File: config.mk
export PLATFORM = sky130hd
export DESIGN_NAME = stump_loader_ctrl
export DESIGN_NICKNAME = d
export VERILOG_FILES = /design/src/rtl/stump_loader_pkg.sv /design/src/rtl/stump_word_pack.sv /design/src/rtl/stump_loader_ctrl.sv
export SDC_FILE = /design/constraint.sdc
export NUM_CORES = 1
export LEC_CHECK = 0
export ABC_CLOCK_PERIOD_IN_PS = 5400
export BUFFER_PORTS_ARGS = -buffer_cell sky130_fd_sc_hd__buf_2
export CAP_MARGIN = 20
export CORE_UTILIZATION = 55
export DETAILED_ROUTE_END_ITERATION = 12
export PLACE_DENSITY = 0.87
export SLEW_MARGIN = 30
export SYNTH_ARGS = -nofsm -noshare
export SYNTH_HDL_FRONTEND = slang
export SYNTH_HIERARCHICAL = 1
export SYNTH_SLANG_ARGS = --single-unit
File: constraint.sdc
create_clock -name clk -period 5.4 [get_ports clk]
set_input_delay 1.35 -clock clk [delete_from_list [all_inputs] [get_ports clk]]
set_output_delay 1.35 -clock clk [all_outputs]
set_load 0.01 [all_outputs]
File: src/rtl/stump_loader_pkg.sv
// Shared types and defaults for the Stump loader/sequencer.
// No logic; latency and backpressure are not applicable.
package stump_loader_pkg;

    typedef enum logic [2:0] {
        ST_IDLE    = 3'd0,
        ST_LOAD    = 3'd1,
        ST_WRITE   = 3'd2,
        ST_RELEASE = 3'd3,
        ST_RUN     = 3'd4,
        ST_HALT    = 3'd5,
        ST_TIMEOUT = 3'd6
    } state_e;

    localparam logic [15:0] HALT_ADDR_DEF = 16'hFFFF;
    localparam int unsigned RUN_LIMIT_DEF = 200;
    // Image byte order: first byte of each pair is the high byte.
    localparam bit          BYTE_HI_FIRST = 1'b1;

endpackage

File: src/rtl/stump_word_pack.sv
// Byte-to-word assembler: word_valid_o fires combinationally on the completing byte; word/last are registered.
// Latency: the word is on word_o the cycle after word_valid_o; stalls freely with accept_i (no backpressure of its own).
module stump_word_pack
    import stump_loader_pkg::*;
(
    input  logic        clk,
    input  logic        rst,
    input  logic        clr_i,
    input  logic        accept_i,
    input  logic [7:0]  byte_i,
    input  logic        last_i,
    output logic [15:0] word_o,
    output logic        word_valid_o,
    output logic        word_last_o
);

    logic       phase_q;
    logic [7:0] first_q;
    logic [7:0] second_q;
    logic       last_q;

    assign word_valid_o = accept_i && (phase_q || last_i);
    assign word_last_o  = last_q;
    assign word_o       = BYTE_HI_FIRST ? {first_q, second_q} : {second_q, first_q};

    always_ff @(posedge clk or posedge rst) begin
        if (rst) begin
            phase_q  <= 1'b0;
            first_q  <= 8'h00;
            second_q <= 8'h00;
            last_q   <= 1'b0;
        end else if (clr_i) begin
            phase_q <= 1'b0;
            last_q  <= 1'b0;
        end else if (accept_i) begin
            last_q <= last_i;
            if (!phase_q) begin
                first_q <= byte_i;
                // A final byte arriving alone is padded with a zero partner.
                if (last_i) begin
                    second_q <= 8'h00;
                end
                phase_q <= !last_i;
            end else begin
                second_q <= byte_i;
                phase_q  <= 1'b0;
            end
        end
    end

endmodule

File: src/rtl/stump_loader_ctrl.sv
// Stump sequencer: loads an image while the CPU is in reset, releases it, then watches for halt/timeout.
// One word per 3 cycles max load rate via ld_ready; LOADER_CHECKSUM_EN adds load_sum/sum_valid outputs.
module stump_loader_ctrl
    import stump_loader_pkg::*;
#(
    parameter logic [15:0] LOAD_BASE  = 16'h0000,
    parameter int unsigned MEM_WORDS  = 1024,
    parameter logic [15:0] HALT_ADDR  = HALT_ADDR_DEF,
    parameter int unsigned RUN_LIMIT  = RUN_LIMIT_DEF,
    parameter int unsigned RST_CYCLES = 2
) (
    input  logic        clk,
    input  logic        rst,
    input  logic        ld_start,
    input  logic [7:0]  ld_data,
    input  logic        ld_valid,
    input  logic        ld_last,
    output logic        ld_ready,
    output logic        cpu_rst,
    input  logic [15:0] cpu_address,
    input  logic [15:0] cpu_data_out,
    input  logic        cpu_mem_wen,
    input  logic        cpu_mem_ren,
    output logic [15:0] cpu_data_in,
    output logic [15:0] mem_address,
    output logic [15:0] mem_wdata,
    output logic        mem_wen,
    output logic        mem_ren,
    input  logic [15:0] mem_rdata,
    output logic [2:0]  state_o,
    output logic        halted,
    output logic        timeout,
    output logic        load_ovf,
`ifdef LOADER_CHECKSUM_EN
    output logic [15:0] load_sum,
    output logic        sum_valid,
`endif
    output logic [31:0] run_cycles
);

    localparam logic [7:0]  RST_LAST = 8'(RST_CYCLES - 1);
    localparam logic [31:0] RUN_LAST = 32'(RUN_LIMIT - 1);

    state_e      state_q, state_d;
    logic [15:0] ptr_q, ptr_d;
    logic [7:0]  rcnt_q, rcnt_d;
    logic [31:0] run_q, run_d;
    logic        halted_q, halted_d;
    logic        timeout_q, timeout_d;
    logic        ovf_q, ovf_d;
    logic        start_load;
    logic        accept;
    logic [15:0] word;
    logic        word_valid;
    logic        word_last;
    logic [15:0] ptr_off;
    logic        ovf_now;

    assign accept  = ld_valid && (state_q == ST_LOAD);
    assign ptr_off = ptr_q - LOAD_BASE;
    assign ovf_now = {16'h0000, ptr_off} >= MEM_WORDS;

    stump_word_pack u_pack (
        .clk          (clk),
        .rst          (rst),
        .clr_i        (start_load),
        .accept_i     (accept),
        .byte_i       (ld_data),
        .last_i       (ld_last),
        .word_o       (word),
        .word_valid_o (word_valid),
        .word_last_o  (word_last)
    );

    always_comb begin
        state_d     = state_q;
        ptr_d       = ptr_q;
        rcnt_d      = rcnt_q;
        run_d       = run_q;
        halted_d    = halted_q;
        timeout_d   = timeout_q;
        ovf_d       = ovf_q;
        start_load  = 1'b0;
        ld_ready    = 1'b0;
        cpu_rst     = 1'b1;
        cpu_data_in = 16'h0000;
        mem_address = 16'h0000;
        mem_wdata   = 16'h0000;
        mem_wen     = 1'b0;
        mem_ren     = 1'b0;
        case (state_q)
            ST_IDLE, ST_HALT, ST_TIMEOUT: begin
                start_load = ld_start;
            end
            ST_LOAD: begin
                ld_ready = 1'b1;
                if (word_valid) begin
                    state_d = ST_WRITE;
                end
            end
            ST_WRITE: begin
                mem_address = ptr_q;
                mem_wdata   = word;
                mem_wen     = !ovf_now;
                ovf_d       = ovf_q || ovf_now;
                ptr_d       = ptr_q + 16'd1;
                rcnt_d      = 8'd0;
                state_d     = word_last ? ST_RELEASE : ST_LOAD;
            end
            ST_RELEASE: begin
                if (rcnt_q == RST_LAST) begin
                    state_d = ST_RUN;
                end else begin
                    rcnt_d = rcnt_q + 8'd1;
                end
            end
            ST_RUN: begin
                cpu_rst     = 1'b0;
                mem_address = cpu_address;
                mem_wdata   = cpu_data_out;
                mem_wen     = cpu_mem_wen;
                mem_ren     = cpu_mem_ren;
                cpu_data_in = mem_rdata;
                run_d       = run_q + 32'd1;
                // Abort beats halt beats the run limit.
                if (ld_start) begin
                    start_load = 1'b1;
                end else if (cpu_mem_wen && cpu_address == HALT_ADDR) begin
                    state_d  = ST_HALT;
                    halted_d = 1'b1;
                end else if (run_q == RUN_LAST) begin
                    state_d   = ST_TIMEOUT;
                    timeout_d = 1'b1;
                end
            end
            default: state_d = ST_IDLE;
        endcase
        if (start_load) begin
            state_d   = ST_LOAD;
            ptr_d     = LOAD_BASE;
            run_d     = 32'd0;
            halted_d  = 1'b0;
            timeout_d = 1'b0;
            ovf_d     = 1'b0;
        end
    end

    always_ff @(posedge clk or posedge rst) begin
        if (rst) begin
            state_q   <= ST_IDLE;
            ptr_q     <= LOAD_BASE;
            rcnt_q    <= 8'd0;
            run_q     <= 32'd0;
            halted_q  <= 1'b0;
            timeout_q <= 1'b0;
            ovf_q     <= 1'b0;
        end else begin
            state_q   <= state_d;
            ptr_q     <= ptr_d;
            rcnt_q    <= rcnt_d;
            run_q     <= run_d;
            halted_q  <= halted_d;
            timeout_q <= timeout_d;
            ovf_q     <= ovf_d;
        end
    end

    assign state_o    = state_q;
    assign halted     = halted_q;
    assign timeout    = timeout_q;
    assign load_ovf   = ovf_q;
    assign run_cycles = run_q;

`ifdef LOADER_CHECKSUM_EN
    logic [15:0] sum_q;
    logic        sum_vld_q;

    always_ff @(posedge clk or posedge rst) begin
        if (rst) begin
            sum_q     <= 16'h0000;
            sum_vld_q <= 1'b0;
        end else if (start_load) begin
            sum_q     <= 16'h0000;
            sum_vld_q <= 1'b0;
        end else if (state_q == ST_WRITE) begin
            if (!ovf_now) begin
                sum_q <= sum_q + word;
            end
            if (word_last) begin
                sum_vld_q <= 1'b1;
            end
        end
    end

    assign load_sum  = sum_q;
    assign sum_valid = sum_vld_q;
`endif

endmodule

==> results.md, run 1 <==
* M3 GR Usage at 6.05%
* Asr flop ratio synth at 100%
* CP max FO at 28
* WL final at 11.3 mm
* Vias post-DR at 4212
* Predominant post-synthesis flop cell: dfrtp_1
* Hold Path Class: reg2reg
* Final HPWL DP at 8.08 mm
* Post-Syn Nets at 536
* Initial core utilization at 57.2%
* Layer with the highest usage: met2
* Unique cell type count in the Yosys netlist at 50
* Final core occ at 70.5%
* Placement Cell Area at 0.00526 mm²
* Maximum vdd ir drop at 0.191 mV
* Register area at 0.00200 mm²
* Crit start category: register
* Reg-to-reg slack, setup at 2.01 ns
* Vias in the first global route at 3857
* Port-buffer cells at 152
* Sequential-to-total area share from yosys stat at 45.1%
* Met2 usage at 44.9%
* Worst EP required at 4.05 ns
* Synth Register Bits at 80
* Gate Count Post-Synth at 468
* Highest Clock Rate at 0.245 GHz
* CTS Root Cell: clkbuf_8
* RR Endpoint: run_cycles[29]$_DFFE_PP0P_
* Unrepaired setup endpoints after global routing: no
* Total congestion overflow at 0
* Switching share of total power at 35.4%
* Top Ports at 153
* Worst Tran Pin Value at 0.893 ns
* Cell taking the most area after synthesis: dfrtp_1
* Final clock skew at 0.0110 ns
* Hold Startpoint: halted$_DFFE_PP0P_
* Die width at 91.8 µm
* Clk Latency, worst-skew pair at 0.35 ns
* Hold EP: halted$_DFFE_PP0P_
* Die Height at 91.8 µm
* Hold_buf cts at 0
* CTS tree: built
* Row cnt at 32
* Syn Area/Cell at 9.49 µm²
* Dpl ws at 1.72 ns
* Final critical-path setup slack at 1.31 ns
* Period minus WS final at 4.09 ns
* CP endpoint kind: primary output
* Critical Path AT at 2.74 ns
* FF-to-FF Start: state_o[0]$_DFFE_PP0P_
* CTS Sinks at 80
* Number of max-cap violations at 0
* PD cells at 335 mW/mm²
* Layout cell share with drive strength beyond 1 at 31.7%
* Setup TNS at 0 ns
* Post-synth top area share at 45.1%
* # setup viols final at 0
* Initial antenna violation count at 0
* Ys Warns at 6
* WHS at 0.479 ns
* Gpl congestion at 0.869
* CTS buffer count at 9
* WS Path Type: reg2out
* Hold path cells at 2
* Worst slew margin at 40.5%
* Mapped cell area at 0.00444 mm²
* Non-Filler Instances at 718
* Post-CTS Setup Bufs at 0
* Worst R2R Path Depth at 7
* Internal power at 1.19 mW
* Leakage at 2.83 nW
* Final Hold Vio Count at 0
* Placed cell count at 702
* Synth area leaders: dfrtp_1 (45%), a22o_1 (8.7%), xor2_1 (6.3%), nor2_1 (5.2%), nand4_1 (3.5%)
* Drt drc at 0
* Htree depth at 3
* Nets at 679
* Area growth from synthesis to final layout at 23.4%
* Sw Pwr at 650 µW
* Design area at 0.00548 mm²
* Combinational power share at 28.9%
* Starting DRT DRC Count at 274
* Most common cell after layout, fill and taps aside: buf_2
* Die area at 0.00843 mm²
* GRT Total Usage at 26.6%
* Clock-pin slew on the worst setup and hold paths at 0.08 ns
* Commonest non-fill, non-tap cells in the layout: buf_2 (152), dfrtp_1 (80), nor2_1 (61)
* Part of the power in the clock network at 25.1%
* Antenna viol nets, final at 0
* Largest net degree at the start of global routing at 63
* Power Total at 1.84 mW
* Filler cells at 616
* Routed WL per cell at 15.7 µm
* Multi-input gate area at 0.00231 mm²
* Post-CTS Resized at 0
* Routed vias/inst at 5.87
* Pre-antenna DRT Iters at 5
* GR Util met1 at 33.4%
* Final Max Tran Viols at 0
* Core area at 0.00777 mm²
* Fin crit share at 75.7%
* Clock tree buffer depth at 2
* Sequential Power Share at 46.0%
* Number of synthesized flops with an enable pin at 0
* Status: completed
* First-pass GRT wire length at 17.9 mm
* Antenna cell count at 0
kinds of logic after synthesis:
logic type               count (synthesis)  share of synthesized area, %
AND/OR/NAND/NOR                        221                          26.4
flip-flops                              80                          45.1
AO/OA/AOI/OAI                           72                          12.5
XOR/XNOR                                45                          8.88
buffers and inverters                   35                          3.21
multiplexers                            10                          2.48
adder cells (fa/ha/maj)                  5                          1.41
cell usage after synthesis (3+ instances only):
master    instances
and3_1            5
nand2b_1          6
dfrtp_1          80
a21oi_1           9
nor4_1           11
xor2_1           32
nand4_1          25
clkbuf_1         20
mux2_2            8
or3_1             5
nor3b_1           3
and2_1           21
inv_2             3
ha_1              5
xnor2_1          13
a22o_1           44
nand3_1          24
inv_1             9
nand2_1          31
o21ai_0           9
nor3_1           12
nor2_1           61
worst max-delay path: stages (launching register included):
cell and delay, ns:
dfrtp_1 0.57, and2b_2 0.35, and2b_1 0.72, buf_4 0.40
a22o_1 0.21, buf_2 0.13
sequential cells by signal, summed over array words and instances, names as in the netlist:
| signal | flops |
|---|---|
| halted | 1 |
| load_ovf | 1 |
| ptr_q | 16 |
| rcnt_q | 8 |
| run_cycles | 32 |
| state_o | 3 |
| timeout | 1 |
| u_pack/first_q | 8 |
| u_pack/phase_q | 1 |
| u_pack/second_q | 8 |
| u_pack/word_last_o | 1 |
metal layers:
layer,vias to the layer above,part of all wire [%],routed length (µm)
met2,192,50,5630
met5,-,0,0
li1,1951,-,-
met4,0,1.6,179
met3,19,7.8,885
met1,2050,41,4610
worst max-delay path by stage:
stage,from,endpoint,slack [ns],depth (start not counted)
after CTS,state_o[0]$_DFFE_PP0P_,mem_address[0],1.33,5
final,state_o[0]$_DFFE_PP0P_,mem_address[11],1.31,5
after detailed placement,state_o[0]$_DFFE_PP0P_,mem_address[0],1.72,5
after global routing,state_o[0]$_DFFE_PP0P_,mem_address[11],1.16,5
after floorplan,state_o[1]$_DFFE_PP0P_,mem_wen,2.28,5
after global placement,state_o[0]$_DFFE_PP0P_,mem_address[0],1.88,5
layout make-up:
| class | instances | share of cell area, % |
|---|---|---|
| repair buffers | 155 | 14.3 |
| well taps | 102 | 2.33 |
| clock inverters | 6 | 1.37 |
| multi-input cells | 353 | 42.1 |
| flip-flops and latches | 80 | 36.5 |
| inverters | 12 | 0.845 |
| clock buffers | 10 | 2.51 |
power groups by stage:
| stage | Clock, mW | Combinational [mW] | Sequential, mW |
|---|---|---|---|
| floorplan | 0 | 0.390 | 0.813 |
| global placement | 0 | 0.508 | 0.840 |
| detailed placement | 0 | 0.527 | 0.850 |
| CTS | 0.473 | 0.531 | 0.839 |
| global route | 0.496 | 0.581 | 0.861 |
| finish | 0.461 | 0.531 | 0.844 |
Power figures use the tool's default switching activity.
==> run 2: changes to the inputs <==
--- a/config.mk
+++ b/config.mk
@@ -5,12 +5,13 @@
 export SDC_FILE = /design/constraint.sdc
 export NUM_CORES = 1
 export LEC_CHECK = 0
-export ABC_CLOCK_PERIOD_IN_PS = 5400
+export ABC_AREA = 1
+export ABC_CLOCK_PERIOD_IN_PS = 4000
 export BUFFER_PORTS_ARGS = -buffer_cell sky130_fd_sc_hd__buf_2
 export CAP_MARGIN = 20
-export CORE_UTILIZATION = 55
+export CORE_UTILIZATION = 52
 export DETAILED_ROUTE_END_ITERATION = 12
-export PLACE_DENSITY = 0.87
+export PLACE_DENSITY = 0.81
 export SLEW_MARGIN = 30
 export SYNTH_ARGS = -nofsm -noshare
 export SYNTH_HDL_FRONTEND = slang
==> constraint.sdc (replaced) <==
create_clock -name clk -period 4 [get_ports clk]
set_input_delay 1 -clock clk [delete_from_list [all_inputs] [get_ports clk]]
set_output_delay 1 -clock clk [all_outputs]
set_load 0.01 [all_outputs]
==> results.md, run 2 <==
* Sequential-to-total area share from yosys stat at 39.9% (-5.2 points)
* RR Endpoint: state_o[1]$_DFFE_PP0P_
* WS Path Type: reg2out
* Final HPWL DP at 10.2 mm (+26%)
* Post-synth top area share at 39.9% (-5.2 points)
* CTS Root Cell: clkbuf_8
* Commonest non-fill, non-tap cells in the layout: nand2_1 (167), buf_2 (152), nor2_1 (99)
* Mapped cell area at 0.00501 mm² (+13%)
* Area growth from synthesis to final layout at 20.4%
* Starting DRT DRC Count at 232 (-15%)
* GRT Total Usage at 28.0% (+1.5 points)
* Final critical-path setup slack at 0.583 ns (-0.730 ns)
* Setup TNS at 0 ns (unchanged)
* First-pass GRT wire length at 22.4 mm (+25%)
* Leakage at 3.19 nW (+13%)
* Predominant post-synthesis flop cell: dfrtp_1
* Number of synthesized flops with an enable pin at 0 (unchanged)
* Core area at 0.00928 mm² (+20%)
* Nets at 923 (+36%)
* Pre-antenna DRT Iters at 5 (unchanged)
* Gpl congestion at 0.968 (+11%)
* Unique cell type count in the Yosys netlist at 37 (-26%)
* Initial antenna violation count at 0 (unchanged)
* Power Total at 2.69 mW (+46%)
* Total congestion overflow at 0 (unchanged)
* Fin crit share at 85.4%
* Top Ports at 153 (unchanged)
* WL final at 13.7 mm (+21%)
* PD cells at 445 mW/mm² (+33%)
* FF-to-FF Start: state_o[1]$_DFFE_PP0P_
* Slowest stage delay, CP at 0.61 ns (-0.11 ns)
* Final clock skew at 0.0141 ns (+0.00303 ns)
* CP max FO at 31 (+11%)
* Synth Register Bits at 80 (unchanged)
* Count leader, synth: nand2_1
* # setup viols final at 0 (unchanged)
* Asr flop ratio synth at 100% (unchanged)
* Period minus WS final at 3.42 ns
* Initial core utilization at 54.0% (-3.1 points)
* CTS buffer count at 9 (unchanged)
* Clk Latency, worst-skew pair at 0.36 ns (about the same)
* Die Height at 100 µm (+9.1%)
* Die area at 0.0100 mm² (+19%)
* Vias post-DR at 5406 (+28%)
* Number of max-cap violations at 0 (unchanged)
* Clock-pin slew on the worst setup and hold paths at 0.10 ns (+0.02 ns)
* Crit-path cells: inv_1 > nand3_2 > inv_2 > a32o_1 > buf_2
* Antenna viol nets, final at 0 (unchanged)
* Largest net degree at the start of global routing at 45 (-29%)
* Hold path cells at 2 (unchanged)
* Non-Filler Instances at 989 (+38%)
* Highest Clock Rate at 0.293 GHz
* Status: completed
* Worst EP required at 3.00 ns (-1.05 ns)
* Worst slew margin at 48.8% (+8.3 points)
* Drt drc at 0 (unchanged)
* Reg-to-reg slack, setup at 1.68 ns (-0.33 ns)
* Vias in the first global route at 4992 (+29%)
* Crit start category: register
* CTS Sinks at 80 (unchanged)
* Cell taking the most area after synthesis: dfrtp_1
* Gate Count Post-Synth at 711 (+52%)
* Max reg flops at 32 (unchanged)
* Critical Path AT at 2.42 ns (-0.32 ns)
* Routed WL per cell at 13.9 µm (-12%)
* Port-buffer cells at 152 (unchanged)
* Die width at 100 µm (+9.1%)
* Hold_buf cts at 0 (unchanged)
* CTS tree: built
* Top post-synthesis cells by count: nand2_1 (167), nor2_1 (99), inv_1 (86), dfrtp_1 (80), nand3_1 (53)
* Most common cell after layout, fill and taps aside: nand2_1
* Worst path slowest cell: inv_2
* Row cnt at 35 (+9.4%)
* Hold EP: u_pack/second_q[0]$_DFFE_PP0P_
* Clock tree buffer depth at 2 (unchanged)
* Post-CTS Resized at 0 (unchanged)
* Htree depth at 3 (unchanged)
* Antenna cell count at 0 (unchanged)
* Dpl ws at 1.02 ns (-0.701 ns)
* Unrepaired setup endpoints after global routing: no
* Worst Tran Pin Value at 0.769 ns (-0.124 ns)
* Final Hold Vio Count at 0 (unchanged)
* Syn Area/Cell at 7.05 µm² (-26%)
* Post-CTS Setup Bufs at 0 (unchanged)
* Layout cell share with drive strength beyond 1 at 23.5% (-8.2 points)
* CP endpoint kind: primary output
* Worst R2R Path Depth at 7 (unchanged)
* Hold Path Class: reg2reg
* Placed cell count at 973 (+39%)
* Post-Syn Nets at 779 (+45%)
* Routed vias/inst at 5.47 (-6.8%)
* Maximum vdd ir drop at 0.318 mV (+67%)
* Synth area leaders: dfrtp_1 (40%), nand2_1 (13%), nor2_1 (7.4%), inv_1 (6.4%), nand3_1 (5.3%)
* WHS at 0.488 ns (+0.00846 ns)
* Ys Warns at 6 (unchanged)
* Final Max Tran Viols at 0 (unchanged)
* Hold Startpoint: u_pack/second_q[0]$_DFFE_PP0P_
## run 2: cell types whose count changed after synthesis, sizes merged, moves of 20 or more
cell   before  now
nand2      32  172
inv        12   94
nor2       62  110
o21ai       9   52
nand3      24   57
a22o       44   16
xor2       32    8
a21oi       9   31
and2       21    1
## run 2: metal layers
| layer | wire, µm | track usage, % | share of wire (%) | up-vias |
|---|---|---|---|---|
| li1 | - | - | - | 2602 |
| met1 | 5710 | 35.5 | 42 | 2517 |
| met2 | 6620 | 47.7 | 48 | 256 |
| met3 | 1070 | 4.11 | 7.8 | 31 |
| met4 | 318 | 12.6 | 2.3 | 0 |
| met5 | 0 | 0 | 0 | - |
## run 2: logic make-up (layout without fill, tap and decap cells)
group / Yosys count / in the layout / synth area share (%)
adders and majority gates: 5 / 5 / 1.25
buffers and inverters: 116 / 265 / 9.53
DFF: 80 / 80 / 39.9
and+or+nand+nor: 388 / 388 / 34.5
xor gates and xnor gates: 8 / 8 / 1.40
AOI/OAI and AO/OA: 114 / 114 / 13.4
## run 2: through the flow
step | cell area, µm² | util (%)
6_report | 6030 | 65.0
5_1_grt | 6030 | 65.0
4_1_cts | 6030 | 65.0
3_5_place_dp | 5830 | 62.8
3_3_place_gp | 5830 | 62.8
2_1_floorplan | 5010 | -
## run 2: layout make-up
type / count / area [µm²]
fill: 841 / 3250
multi-input combinational: 515 / 2530
sequential: 80 / 2000
timing repair buffer: 155 / 783
inverter: 94 / 353
tap: 129 / 161
clock buffer: 9 / 124
clock inverter: 7 / 77.6
## run 2: power by group
group          leakage [nW]  total (mW)  internal [mW]  switching (mW)
Clock                0.0885       0.625          0.293           0.332
Combinational          2.02        1.01          0.320           0.689
Sequential             1.09        1.05          0.927           0.124
## run 2: worst max-delay path, delay by kind of cell (launching register included)
kind                   cells  cell delay [ns]
AO/OA/AOI/OAI              1             0.22
buffers and inverters      3             0.89
flip-flops                 1             0.50
AND/OR/NAND/NOR            1             0.43
## run 2: worst max-delay path by stage
stage / start / endpoint / slack [ns] / depth (start not counted)
finish: state_o[2]$_DFFE_PP0P_ / mem_address[13] / 0.58 / 5
detailed placement: state_o[2]$_DFFE_PP0P_ / mem_address[3] / 1.02 / 5
CTS: state_o[2]$_DFFE_PP0P_ / mem_address[3] / 0.63 / 5
floorplan: rst / halted$_DFFE_PP0P_ / 1.46 / 1
global placement: state_o[1]$_DFFE_PP0P_ / mem_wdata[10] / 1.12 / 5
global route: state_o[1]$_DFFE_PP0P_ / mem_address[14] / 0.41 / 6
